==> src/rtl/clic_irq_ctrl.sv <==
// Core-side CLIC interrupt responder: accepts an interrupt, drains the pipeline,
// reads the handler address from the vector table, redirects the PC and holds trap state until mret.
module clic_irq_ctrl #(
    parameter int unsigned FETCH_TIMEOUT = 255
) (
    input  logic        clk,
    input  logic        resetb,
    input  logic        irq_valid,
    input  logic [4:0]  irq_id,
    input  logic [7:0]  irq_level,
    output logic        clic_irq,
    input  logic        mie,
    input  logic [31:0] mtvt,
    input  logic [31:0] retire_pc,
    output logic        flush_req,
    input  logic        flush_ack,
    output logic        vt_rreq,
    output logic [31:0] vt_raddr,
    input  logic        vt_rvalid,
    input  logic [31:0] vt_rdata,
    output logic        redirect_valid,
    output logic [31:0] redirect_pc,
    output logic        irq_ack,
    output logic [4:0]  irq_ack_id,
    input  logic        mret,
    output logic [31:0] mepc,
    output logic [31:0] mcause,
    output logic [7:0]  mil,
    output logic        mret_mie
);

    localparam int unsigned XW    = 32;
    localparam int unsigned ID_W  = 5;
    localparam int unsigned LVL_W = 8;
    localparam int unsigned CNT_W = 8;

    localparam logic [CNT_W-1:0] CNT_LAST = CNT_W'(FETCH_TIMEOUT - 1);

    localparam logic [2:0] S_IDLE     = 3'd0;
    localparam logic [2:0] S_FLUSH    = 3'd1;
    localparam logic [2:0] S_FETCH    = 3'd2;
    localparam logic [2:0] S_REDIRECT = 3'd3;
    localparam logic [2:0] S_HANDLER  = 3'd4;

    logic [2:0]       state_q,    state_d;
    logic [ID_W-1:0]  id_q,       id_d;
    logic [LVL_W-1:0] lvl_q,      lvl_d;
    logic             mpie_q,     mpie_d;
    logic [LVL_W-1:0] mpil_q,     mpil_d;
    logic [CNT_W-1:0] cnt_q,      cnt_d;
    logic [XW-1:0]    vt_raddr_q, vt_raddr_d;
    logic [XW-1:0]    target_q,   target_d;
    logic [XW-1:0]    mepc_q,     mepc_d;
    logic [XW-1:0]    mcause_q,   mcause_d;
    logic [LVL_W-1:0] mil_q,      mil_d;

    logic [XW-1:0]    tbl_base;
    logic             unused_mtvt_low;

    // Vector table is 64-byte aligned; low base bits carry no meaning here.
    assign tbl_base        = {mtvt[31:6], 6'b0};
    assign unused_mtvt_low = ^mtvt[5:0];

    always_ff @(posedge clk or negedge resetb) begin
        if (!resetb) begin
            state_q    <= S_IDLE;
            id_q       <= '0;
            lvl_q      <= '0;
            mpie_q     <= 1'b0;
            mpil_q     <= '0;
            cnt_q      <= '0;
            vt_raddr_q <= '0;
            target_q   <= '0;
            mepc_q     <= '0;
            mcause_q   <= '0;
            mil_q      <= '0;
        end else begin
            state_q    <= state_d;
            id_q       <= id_d;
            lvl_q      <= lvl_d;
            mpie_q     <= mpie_d;
            mpil_q     <= mpil_d;
            cnt_q      <= cnt_d;
            vt_raddr_q <= vt_raddr_d;
            target_q   <= target_d;
            mepc_q     <= mepc_d;
            mcause_q   <= mcause_d;
            mil_q      <= mil_d;
        end
    end

    always_comb begin
        state_d    = state_q;
        id_d       = id_q;
        lvl_d      = lvl_q;
        mpie_d     = mpie_q;
        mpil_d     = mpil_q;
        cnt_d      = cnt_q;
        vt_raddr_d = vt_raddr_q;
        target_d   = target_q;
        mepc_d     = mepc_q;
        mcause_d   = mcause_q;
        mil_d      = mil_q;

        case (state_q)
            S_IDLE: begin
                if (irq_valid && mie && (irq_level != '0)) begin
                    id_d    = irq_id;
                    lvl_d   = irq_level;
                    mpie_d  = mie;
                    mpil_d  = mil_q;
                    state_d = S_FLUSH;
                end
            end
            S_FLUSH: begin
                if (flush_ack) begin
                    mepc_d     = retire_pc;
                    // Interrupt, minhv set until the table read lands, mpp = M.
                    mcause_d   = {1'b1, 1'b1, 2'b11, mpie_q, 3'b000, mpil_q,
                                  4'b0000, 7'b0000000, id_q};
                    cnt_d      = '0;
                    vt_raddr_d = tbl_base + XW'({id_q, 2'b00});
                    state_d    = S_FETCH;
                end
            end
            S_FETCH: begin
                if (vt_rvalid) begin
                    target_d     = vt_rdata & ~XW'(1);
                    mcause_d[30] = 1'b0;
                    state_d      = S_REDIRECT;
                end else if (cnt_q == CNT_LAST) begin
                    target_d = tbl_base;
                    state_d  = S_REDIRECT;
                end else begin
                    cnt_d = cnt_q + CNT_W'(1);
                end
            end
            S_REDIRECT: begin
                mil_d   = lvl_q;
                state_d = S_HANDLER;
            end
            S_HANDLER: begin
                if (mret) begin
                    mil_d   = mcause_q[23:16];
                    state_d = S_IDLE;
                end
            end
            default: state_d = S_IDLE;
        endcase
    end

    // Strobes and status are decoded straight from the state register.
    assign clic_irq       = (state_q != S_IDLE);
    assign flush_req      = (state_q == S_FLUSH);
    assign vt_rreq        = (state_q == S_FETCH);
    assign redirect_valid = (state_q == S_REDIRECT);
    assign irq_ack        = (state_q == S_REDIRECT);
    assign vt_raddr       = vt_raddr_q;
    assign redirect_pc    = target_q;
    assign irq_ack_id     = id_q;
    assign mepc           = mepc_q;
    assign mcause         = mcause_q;
    assign mil            = mil_q;
    assign mret_mie       = mcause_q[27];

endmodule

==> config.mk <==
export PLATFORM = sky130hd
export DESIGN_NAME = clic_irq_ctrl
export DESIGN_NICKNAME = d
export VERILOG_FILES = /design/src/rtl/clic_irq_ctrl.sv
export SDC_FILE = /design/constraint.sdc
export NUM_CORES = 1
export LEC_CHECK = 0
export CORE_ASPECT_RATIO = 0.6
export CORE_MARGIN = 10
export CORE_UTILIZATION = 47
export CTS_CLUSTER_DIAMETER = 80
export CTS_CLUSTER_SIZE = 24
export DETAILED_ROUTE_END_ITERATION = 8
export GPL_ROUTABILITY_DRIVEN = 0
export PLACE_DENSITY = 0.94
export REMOVE_ABC_BUFFERS = 1
export SYNTH_ARGS = -nofsm -noshare
export SYNTH_HDL_FRONTEND = slang
export SYNTH_SLANG_ARGS = --single-unit
==> constraint.sdc <==
create_clock -name clk -period 5.3 [get_ports clk]
set_input_delay 1.59 -clock clk [delete_from_list [all_inputs] [get_ports clk]]
set_output_delay 1.59 -clock clk [all_outputs]
set_load 0.02 [all_outputs]
* Word-level counts from Yosys, hierarchy flattened
Cells that the tools add are included.
Word-level totals: flip-flop bits (word level) 153, input bits 116, logic and storage cells 58
Cells by class: add/subtract/negate cells 2, equal/unequal tests 12, muxes and demuxes 17, reduce and logical (&&, ||, !) cells 15
Operators with widths (count):
- $mux W32 | 2
- $add A32 B7 Y32 | 1
- $mux W8 | 4
- $pmux W8 S2 | 2
- $mux W31 | 1
- $mux W3 | 5
- $pmux W3 S5 | 1
- $add A8 B1 Y8 const B | 1
- $eq A8 B8 Y1 const B | 1
- $ne A2 B2 Y1 const B | 4
- $reduce_and A2 Y1 | 4
- $reduce_and A4 Y1 | 2
- $reduce_bool A8 Y1 | 1
- $eq A3 B2 Y1 const B | 2
- $reduce_bool A2 Y1 | 3
- $ne A2 B1 Y1 const B | 2
- $eq A3 B1 Y1 const B | 1
- $eq A3 B3 Y1 const B | 1
- $logic_not A3 Y1 | 1
- $ne A3 B1 Y1 const B | 1
- $reduce_and A3 Y1 | 1
- $reduce_bool A3 Y1 | 1
- $logic_and A1 B1 Y1 | 2
- $pmux W1 S2 | 1
- $mux W1 | 1

* Depth between registers and ports, before layout
depth after elaboration 4, depth in mapped cells 7, gate-level depth less buffers 6

* Worst setup path before layout
OpenSTA, ideal clock, no wires.
path kind input-to-reg, start input mtvt[6], end register vt_raddr_q[27], in the netlist vt_raddr[27], arrival time 2.845 ns, slack 2.373 ns, stages 6, cell sequence ha_1 and3_1 clkbuf_1 nand2_1 or4_1 a31oi_1
Between the ends: longest elaborated chain between the ends 1
Ends and longest elaborated chain:
- start, declared | line 13 | input logic [31:0] mtvt,
- $add A32 B7 Y32 | line 122 | vt_raddr_d = tbl_base + XW'({id_q, 2'b00});
- end signal, assigned | line 84 | vt_raddr_q <= vt_raddr_d;
- end, declared | line 51 | logic [XW-1:0] vt_raddr_q, vt_raddr_d;
Every way passes these cells. A chain may end at the register's enable or synchronous reset.

* Worst setup path after layout
start register state_q[0], end output vt_rreq
Between the ends: longest elaborated chain between the ends 1
Ends and longest elaborated chain:
- start, declared | line 45 | logic [2:0] state_q, state_d;
- start signal, assigned | line 78 | state_q <= state_d;
- $eq A3 B2 Y1 | line 155 | assign vt_rreq = (state_q == S_FETCH);
- end, declared | line 17 | output logic vt_rreq,
Every way passes these cells.

==> load_flow_metrics.sql <==
INSERT INTO impl_metrics (metric_group, metric, value, unit) VALUES
('layout', 'drive_gt1_frac', '0.0780', ''),
('power', 'intPower', '3.42', 'mW'),
('setup_path', 'timing.critical_path.arrival', '2.20', 'ns'),
('global_routing', 'grt_antenna_before_repair', '0', ''),
('clocking', 'postCtsHoldBufs', '0', ''),
('sta', 'timing.slew.headroom', '0.215', ''),
('setup_path', 'worstSetupEndpointType', 'output port', ''),
('setup_path', 'worst_path_largest_cell_delay', '0.67', 'ns'),
('setup_path', 'crit_path_max_fanout', '8', ''),
('clocking', 'cts_max_level', '4', ''),
('floorplan', 'die_area', '0.0195', 'mm^2'),
('run_status', 'run_status', 'completed', ''),
('global_routing', 'first_global_vias', '5945', ''),
('power', 'power.density_cell_area', '581', 'mW/mm^2'),
('clocking', 'tritoncts_clock_tree', 'built', ''),
('sta', 'finalHoldViolCount', '0', ''),
('sta', 'clock-skew-final', '0.0106', 'ns'),
('setup_path', 'worstSetupPathType', 'reg2out', ''),
('sta', 'slew_viol_final', '0', ''),
('sta', 'timing_worst_slew_pin_value', '1.18', 'ns'),
('power', 'worst_ir_drop_vdd', '0.333', 'mV'),
('power', 'swShare', '0.394', ''),
('routing', 'drc_errors', '0', ''),
('yosys', 'yosys.cell_types.count', '51', ''),
('yosys', 'yosys_most_used_dff', 'dfrtp_1', ''),
('setup_path', 'worstReg2RegStart', 'state_q[2]', ''),
('layout', 'net_count_of_the_finished_layout', '1017', ''),
('yosys', 'synth_seq_cells', '146', ''),
('power', 'leakage', '4.30', 'nW'),
('routing', 'wirelength', '21.8', 'mm'),
('layout', 'final_cell_count_no_fill', '1102', ''),
('routing', 'drtAntennaViolNets', '0', ''),
('floorplan', 'initial_core_util', '0.484', ''),
('floorplan', 'fp.dieW', '174', 'um'),
('routing', 'tritonroute_pass_1_iters', '5', ''),
('setup_path', 'timing.critical_path.cells', 'or3b_1 -> inv_1 -> clkdlybuf4s50_1', ''),
('yosys', 'synth_area_per_cell', '9.82', 'um^2'),
('setup_path', 'start_kind', 'flop', ''),
('hold_path', 'hold_start', 'mpil_q[1]', ''),
('place', 'post_dp_cell_area', '0.00910', 'mm^2'),
('yosys', 'synth_edf_count', '0', ''),
('global_routing', 'remaining_overflow_grt', '0', ''),
('power', 'p_sw', '2.22', 'mW'),
('power', 'power', '5.64', 'mW'),
('yosys', 'synth_largest_area_cell', 'dfrtp_1', ''),
('global_routing', 'grt_max_degree', '121', ''),
('yosys', 'synth_seq_area_share', '0.549', ''),
('floorplan', 'floorplan.rows', '33', ''),
('sta', 'timing.setup.tns', '0', 'ns'),
('yosys', 'yosys_warnings', '0', ''),
('routing', 'detail_route.iter0.violations', '394', ''),
('power', 'power.share.combinational', '0.451', ''),
('sta', 'layout_min_cycle_time', '3.79', 'ns'),
('place', 'port-buffer-count', '238', ''),
('clocking', 'clockBufferDepth', '2', ''),
('routing', 'viasPerCell', '5.28', ''),
('layout', 'finalInstanceArea', '0.00970', 'mm^2'),
('sta', 'holdWs', '0.464', 'ns'),
('place', 'place.detailed.hpwl', '16.3', 'mm'),
('clocking', 'clock_sinks', '146', ''),
('clocking', 'cts_root_buf', 'clkbuf_16', ''),
('layout', 'area.growth.synth_to_final', '45.7', '%'),
('yosys', 'mappedNetlistArea', '0.00666', 'mm^2'),
('yosys', 'biggest_area_contributors_in_the_synthesized_netlist', 'dfrtp_1 (55%), nand2_1 (10%), o21ai_0 (5.6%)', ''),
('flow_run', 'max_cap_viol_count', '0', ''),
('routing', 'routed_wl_per_cell', '19.8', 'um'),
('floorplan', 'floorplan.core_area', '0.0137', 'mm^2'),
('clocking', 'cts_buffers', '17', ''),
('setup_path', 'critical_path.startpoint', 'state_q[0]', ''),
('sta', 'period_share', '0.715', ''),
('yosys', 'asyncSetResetFlopFracSynth', '1.00', '');
cell usage in the layout, fill, tap and decap left out, types with 13 or more instances in the layout:
cell type	Yosys	routed
a31oi_1	13	13
clkbuf_16	0	17
clkdlybuf4s50_1	0	236
conb_1	1	17
dfrtp_1	146	146
mux2_2	15	15
mux2i_1	35	35
nand2_1	181	181
nand3_1	13	13
nor2_1	21	21
o21ai_0	74	74
path summary, 6_finish.rpt:
check / endpoint / slack [ns] / cells after the start
worst max-delay path: vt_rreq / 1.51 / 3
worst min-delay path: mcause[17] / 0.46 / 2
worst max register to register: mil[4] / 2.80 / 4
worst min register to register: mcause[17] / 0.46 / 2
max in group asynchronous: vt_raddr[14] / 2.97 / 2
min in group asynchronous: mepc[29] / 1.35 / 1
cell type report:
cell class / instances / area (um^2)
clock buffer: 17 / 425
clock inverter: 15 / 170
fill: 1003 / 4050
inverter: 7 / 26.3
multi-input combinational: 477 / 2730
sequential: 146 / 3650
tap: 192 / 240
timing repair buffer: 248 / 2450
synthesized netlist by cell type (all sizes together) (9+ instances only):
master,n
nand3,14
clkbuf,29
buf,35
mux2i,35
a21oi,9
nor2,21
o21ai,77
nand2,181
mux2,21
a31oi,13
dfrtp,146
sequential cells by signal, indices dropped and copies added, names as in the netlist:
register     cells
mpil_q           8
redirect_pc     31
mil              8
state_q          3
irq_ack_id       5
mcause          16
cnt_q            8
mepc            32
vt_raddr        26
mpie_q           1
lvl_q            8
worst max-delay path, delay by kind of cell, from the launching register on:
kind,cells,cell delay [ns]
buffers and inverters,2,0.88
and+or+nand+nor,1,0.43
DFF,1,0.49
cell families after synthesis:
group                      Yosys count  synth area share
xor gates and xnor gates            12            0.0158
DFF                                146             0.549
muxes                               56            0.0882
buffers and inverters               71            0.0564
adders and majority gates            4           0.00752
other                                1          0.000563
AOI/OAI and AO/OA                  122             0.105
and+or+nand+nor                    266             0.177
power groups by stage:
stage | logic, mW | clock network, mW | registers (mW)
3_5_place_dp | 2.56 | 0 | 1.92
2_1_floorplan | 0.706 | 0 | 2.39
6_report | 2.54 | 1.19 | 1.91
3_3_place_gp | 2.49 | 0 | 1.88
5_1_grt | 2.72 | 1.25 | 1.97
4_1_cts | 2.57 | 1.21 | 1.91
metal layers:
layer / up-vias / wire [um] / GRT usage
li1: 2719 / - / -
met1: 2843 / 9140 / 0.273
met2: 245 / 10400 / 0.364
met3: 17 / 2020 / 0.0693
met4: 0 / 186 / 0.0448
met5: - / 0 / 0
Note: power is estimated with default switching activity, not from simulation.
